<file path="config.mk">
export PLATFORM = sky130hd
export DESIGN_NAME = seq_udiv_restoring
export DESIGN_NICKNAME = d
export VERILOG_FILES = /design/src/rtl/seq_udiv_restoring.sv
export SDC_FILE = /design/constraint.sdc
export NUM_CORES = 1
export LEC_CHECK = 0
export ABC_CLOCK_PERIOD_IN_PS = 2100
export CORE_ASPECT_RATIO = 1.2
export CORE_MARGIN = 2
export CORE_UTILIZATION = 45
export DETAILED_ROUTE_END_ITERATION = 16
export PLACE_DENSITY = 0.8
export SLEW_MARGIN = 20
export SYNTH_ARGS = -nofsm -noshare
export SYNTH_HDL_FRONTEND = slang
export SYNTH_SLANG_ARGS = --single-unit
</file>
<file path="constraint.sdc">
create_clock -name clk -period 2.1 [get_ports clk]
set_input_delay 0.21 -clock clk [delete_from_list [all_inputs] [get_ports clk]]
set_output_delay 0.21 -clock clk [all_outputs]
set_load 0.02 [all_outputs]
</file>
<file path="src/rtl/seq_udiv_restoring.sv">
// ---------------------------------------------------------------------------
// seq_udiv_restoring
//
// Sequential unsigned restoring divider. It resolves one quotient bit per
// clock and sits behind valid/ready handshakes on both sides, so it drops
// into the same datapath as the multiplier wrappers.
//
// Ports
//   clk          rising-edge clock
//   rst          synchronous, active-high reset
//   in_valid     dividend/divisor presented
//   in_ready     block can accept an operation (high only in IDLE)
//   dividend     DW-bit unsigned dividend
//   divisor      VW-bit unsigned divisor
//   out_valid    result available (high only in DONE)
//   out_ready    consumer accepts result
//   quotient     DW-bit unsigned quotient (all ones on divide by zero)
//   remainder    VW-bit unsigned remainder (dividend low bits on divide by zero)
//   div_by_zero  result came from a zero divisor
//
// Timing: the accept edge plus DW iteration edges, so out_valid is seen
// DW+1 edges after acceptance counting the accept edge itself. A zero
// divisor skips the iterations and completes on the accept edge.
// ---------------------------------------------------------------------------
module seq_udiv_restoring #(
  parameter int DW = 16,
  parameter int VW = 8
) (
  input  logic          clk,
  input  logic          rst,
  input  logic          in_valid,
  output logic          in_ready,
  input  logic [DW-1:0] dividend,
  input  logic [VW-1:0] divisor,
  output logic          out_valid,
  input  logic          out_ready,
  output logic [DW-1:0] quotient,
  output logic [VW-1:0] remainder,
  output logic          div_by_zero
);

  localparam int CW = (DW > 1) ? $clog2(DW) : 1;

  typedef enum logic [1:0] {
    IDLE = 2'd0,
    CALC = 2'd1,
    DONE = 2'd2
  } state_t;

  state_t        state;
  state_t        state_nxt;
  logic [CW-1:0] cnt;
  logic [VW-1:0] prem;     // partial remainder, always < divisor
  logic [DW-1:0] quo_sr;   // dividend bits shift out the top, quotient bits in at the bottom
  logic [VW-1:0] dvs_q;

  logic [VW:0]   shifted;
  logic          fits;
  logic [VW-1:0] rem_nxt;
  logic [DW-1:0] quo_nxt;
  logic          last_iter;

  // One restoring step: returns {fits, new remainder}. The VW+1 bit
  // shifted value is compared against the divisor; the difference is
  // kept only when it is non-negative, otherwise the shifted value is
  // restored. Either way the result is below the divisor, so VW bits hold it.
  function automatic logic [VW:0] restore_step(input logic [VW:0]   sh,
                                               input logic [VW-1:0] d);
    logic ge;
    ge = (sh >= {1'b0, d});
    return {ge, ge ? VW'(sh - {1'b0, d}) : sh[VW-1:0]};
  endfunction

  assign shifted            = {prem, quo_sr[DW-1]};
  assign {fits, rem_nxt}    = restore_step(shifted, dvs_q);
  assign quo_nxt            = {quo_sr[DW-2:0], fits};
  assign last_iter          = (cnt == '0);

  assign in_ready  = (state == IDLE);
  assign out_valid = (state == DONE);

  // State register
  always_ff @(posedge clk) begin
    if (rst) state <= IDLE;
    else     state <= state_nxt;
  end

  // Next-state logic
  always_comb begin
    state_nxt = state;
    unique case (state)
      IDLE: if (in_valid)  state_nxt = (divisor == '0) ? DONE : CALC;
      CALC: if (last_iter) state_nxt = DONE;
      DONE: if (out_ready) state_nxt = IDLE;
      default:             state_nxt = IDLE;
    endcase
  end

  // Datapath: operand capture, iteration, result registers.
  // Reset clears the results too so an aborted operation never leaks out.
  always_ff @(posedge clk) begin
    if (rst) begin
      cnt         <= '0;
      prem        <= '0;
      quo_sr      <= '0;
      dvs_q       <= '0;
      quotient    <= '0;
      remainder   <= '0;
      div_by_zero <= 1'b0;
    end else begin
      unique case (state)
        IDLE: begin
          if (in_valid) begin
            if (divisor == '0) begin
              quotient    <= '1;
              remainder   <= dividend[VW-1:0];
              div_by_zero <= 1'b1;
            end else begin
              prem   <= '0;
              quo_sr <= dividend;
              dvs_q  <= divisor;
              cnt    <= CW'(DW - 1);
            end
          end
        end
        CALC: begin
          prem   <= rem_nxt;
          quo_sr <= quo_nxt;
          if (last_iter) begin
            quotient    <= quo_nxt;
            remainder   <= rem_nxt;
            div_by_zero <= 1'b0;
          end else begin
            cnt <= cnt - 1'b1;
          end
        end
        default: ;  // DONE: results hold until drained; IDLE keeps them too
      endcase
    end
  end

endmodule
</file>
==> results.cfg <==
[outcome]
run_status = completed

[worst_hold_path]
hold_path_startpoint = dividend[10]
holdCritPathClass = in2reg
whs_path_depth = 3
min_delay_endpoint = quo_sr[10]

[power_and_ir_drop]
power_density_mw_per_mm2 = 998.7
clockPowerShare_pct = 27.6
seq_power_share_pct = 35.9
combPwrFrac_pct = 36.4
power.static_leakage_nw = 1.545
cell_internal_pwr_w = 0.002710
power.switching_w = 0.001344
power_switching_share_pct = 33.15
vdd.ir_drop.worst_mv = 0.5504

[final_layout]
layout.filler_cells = 551
register_area_mm2 = 0.001265
non_filler_cells_final = 523
layout-drive-gt1-share_pct = 15.75
area_used_by_multi_input_combinational_logic_mm2 = 0.001683
num_antenna_cells = 0
syn2layout_area_growth_pct = 37.34
final_core_utilization_pct = 63.36
fin_nets = 471

[timing]
rsz0062_at_grt = true
setup_ws_ns = 0.003363
final.period_utilization_pct = 99.84
slew-limit-headroom_pct = 45.22
slew_worst_pin_ns = 0.8218
timing.final.hold_violations = 0
setup_violations = 0
report.final.slew_viol_count = 0
skew_ns = 0.006961
layout_min_cycle_time_ns = 2.097
maxClockFrequency_mhz = 477.0

[critical_path]
worst_path_max_delay_cell = sky130_fd_sc_hd__or3_4
crit_path_max_incr_delay_ns = 0.36
worst_ep_required_time_ns = 2.30
worst-r2r-cell-count = 8
critPathMaxFanout = 5
critical_path.cell_chain = inv_1 -> ha_4 -> nor2b_2 -> o31a_1 -> o21a_1 -> or3_4 -> a31oi_4 -> a311oi_1
timing_worst_setup_path_type = reg2reg
category_of_cells_accounting_for_the_largest_share_of_critical_path_delay = compound AO/OA/AOI/OAI gates
endpoint_kind = flip-flop
timing.rr.end = remainder[6]
critical_path_arrival_ns = 2.30
ff2ff_setup_slack_ns = 0.003
worstReg2RegStart = dvs_q[2]
cp-start-kind = flip-flop
critical_path_buf_inv_count = 1

[cts]
cts_tree = built
max-clock-path-buffers = 2
clockRootBuffer = sky130_fd_sc_hd__clkbuf_8
worst_setup_hold_path_clk_slew_ns = 0.07
clock_insertion_delay_worst_skew_ns = 0.34
cts_sinks = 63
cts_made_buffers = 9
htree_num_levels = 3

[detailed_routing]
initialDrtViolationCount = 182
routed_wl_mm = 7.482
routed-via-count = 2830
wl_per_cell_um = 14.31
detailedRoute.firstPassIterationCount = 4
drt-vias-per-instance = 5.411
postRouteAntennaNets = 0
detail_route.drc_violations = 0

[global_routing]
antenna_violations_before_repair = 0
gr-usage-all-layers_pct = 20.57
first_global_vias = 2644
total_congestion_overflow_after_global_routing = 0
largest_net_degree_at_the_start_of_global_routing = 45
wire_length_of_the_first_global_routing_pass_mm = 11.94

[synth]
synth.yosys.seq_area_share_pct = 42.68
ys_top_cells_by_area = sky130_fd_sc_hd__dfxtp_1 43%, sky130_fd_sc_hd__nor2_1 8.4%, sky130_fd_sc_hd__nand2_1 8.0%, sky130_fd_sc_hd__a311oi_1 5.9%, sky130_fd_sc_hd__ha_1 3.8%
synth_largest_area_cell = sky130_fd_sc_hd__dfxtp_1
synth_most_common_cell = sky130_fd_sc_hd__nor2_1
postSynthRegisterBits = 63
postSynthCellCount = 363
async_reset_ff_share_pct = 0
post-synth-top-area-fraction_pct = 42.68
area_of_the_mapped_netlist_mm2 = 0.002955
yosys_most_used_dff = sky130_fd_sc_hd__dfxtp_1
syn-mean-instance-area_um2 = 8.141
synth.distinct_cells = 43
synthTopCellsByCount = 66 x sky130_fd_sc_hd__nor2_1, 63 x sky130_fd_sc_hd__dfxtp_1, 63 x sky130_fd_sc_hd__nand2_1
synth_fp_nets = 401
synth-warning-count = 0
synth_edf_count = 0

[place]
place_congestion = 0.8622
hpwl_mm = 4.930
placement.io_buffers = 54
number_of_placed_cells_counting_well_taps = 503
pre_cts_ws_ns = -0.06836

[floorplanning]
die-width_um = 77.98
chipHeight_um = 92.78
coreArea_mm2 = 0.006406
io_pins = 55
initial_core_util_pct = 46.13
fp.dieArea_mm2 = 0.007235
floorplan.rows = 32

[run]
max_cap_violations = 0
[power by group through the flow]
stage	Clock, W	Combinational, W	Sequential [W]
global placement	0	0.00118	0.00146
CTS	0.00113	0.00132	0.00145
finish	0.00112	0.00148	0.00146
detailed placement	0	0.00121	0.00147
global route	0.00119	0.00160	0.00147
floorplan	0	0.000784	0.00150
[worst max-delay path by stage]
stage | from | endpoint | slack (ns) | cells past startpoint
CTS | dvs_q[7] | remainder[7] | 0.004 | 8
floorplan | dvs_q[6] | remainder[1] | 0.10 | 9
detailed placement | dvs_q[6] | remainder[4] | -0.07 | 8
global placement | divisor[0] | remainder[7] | 0.01 | 8
finish | dvs_q[2] | remainder[6] | 0.003 | 8
global route | dvs_q[2] | remainder[6] | -0.08 | 8
[through the flow]
stage,hold slack (ns),power (W),TNS [ns],area (um^2)
final,0.4554,0.004053,0,4059
after global routing,0.4562,0.004271,-0.2456,4059
after CTS,0.4495,0.003899,0,3950
after detailed placement,0.4473,0.002684,-0.2100,3689
after global placement,0.4437,0.002647,0,3689
after floorplan,0.3460,0.002287,0,2955
[per-layer routing]
layer / vias up / global-route usage [%] / routed length (um)
li1: 1401 / - / -
met1: 1315 / 25.53 / 3168
met2: 91 / 32.69 / 3680
met3: 23 / 3.801 / 373
met4: 0 / 13.01 / 259
met5: - / 0 / 0
[layout make-up]
class | count | share of cell area [%]
sequential | 63 | 31.17
tap | 85 | 2.620
clock buffer | 12 | 3.329
multi-input combinational | 265 | 41.46
clock inverter | 4 | 1.726
inverter | 13 | 1.202
timing repair buffer | 81 | 18.50
[flip-flops by register name, summed over array words and instances, names as in the netlist]
name,flops
cnt,4
div_by_zero,1
dvs_q,8
prem,8
quo_sr,16
quotient,16
remainder,8
state,2
[layout by cell type (no fill, tap or decap), drive strengths merged, types with 3 or more instances in the layout]
cell type / n
or3: 3
a21oi: 20
inv: 13
a211oi: 13
xor2: 4
nor2: 67
nor2b: 4
nand2: 64
clkbuf: 12
dfxtp: 63
ha: 9
a311oi: 22
nor3: 9
clkdlybuf4s50: 53
buf: 28
nand3: 3
o21a: 4
mux2i: 4
and2: 3
a31oi: 3
o21ai: 8
[timing repair]
item                       4_1_cts  5_1_grt
hold buffers                     0        0
gates resized for setup          7       20
buffers inserted                 1        2
cloned                           1        0
pin swaps                        1        7
setup endpoints to repair        4       14
[kinds of logic (layout without fill, tap and decap cells)]
logic type	after synthesis	after routing	share of synthesized area [%]
multiplexers	4	4	1.355
AO/OA/AOI/OAI	79	80	19.18
AND/OR/NAND/NOR	165	165	25.44
buffers and inverters	36	110	5.081
adder cells (fa/ha/maj)	10	10	4.488
flip-flops	63	63	42.68
XOR/XNOR	6	6	1.778
[worst register-to-register path: cells and delay by family (launching register included)]
family	cells	cell delay, ns
AOI/OAI and AO/OA	4	0.80
and+or+nand+nor	2	0.52
DFF	1	0.33
adders and majority gates	1	0.24
buffers and inverters	1	0.07
Power figures use the tool's default switching activity.
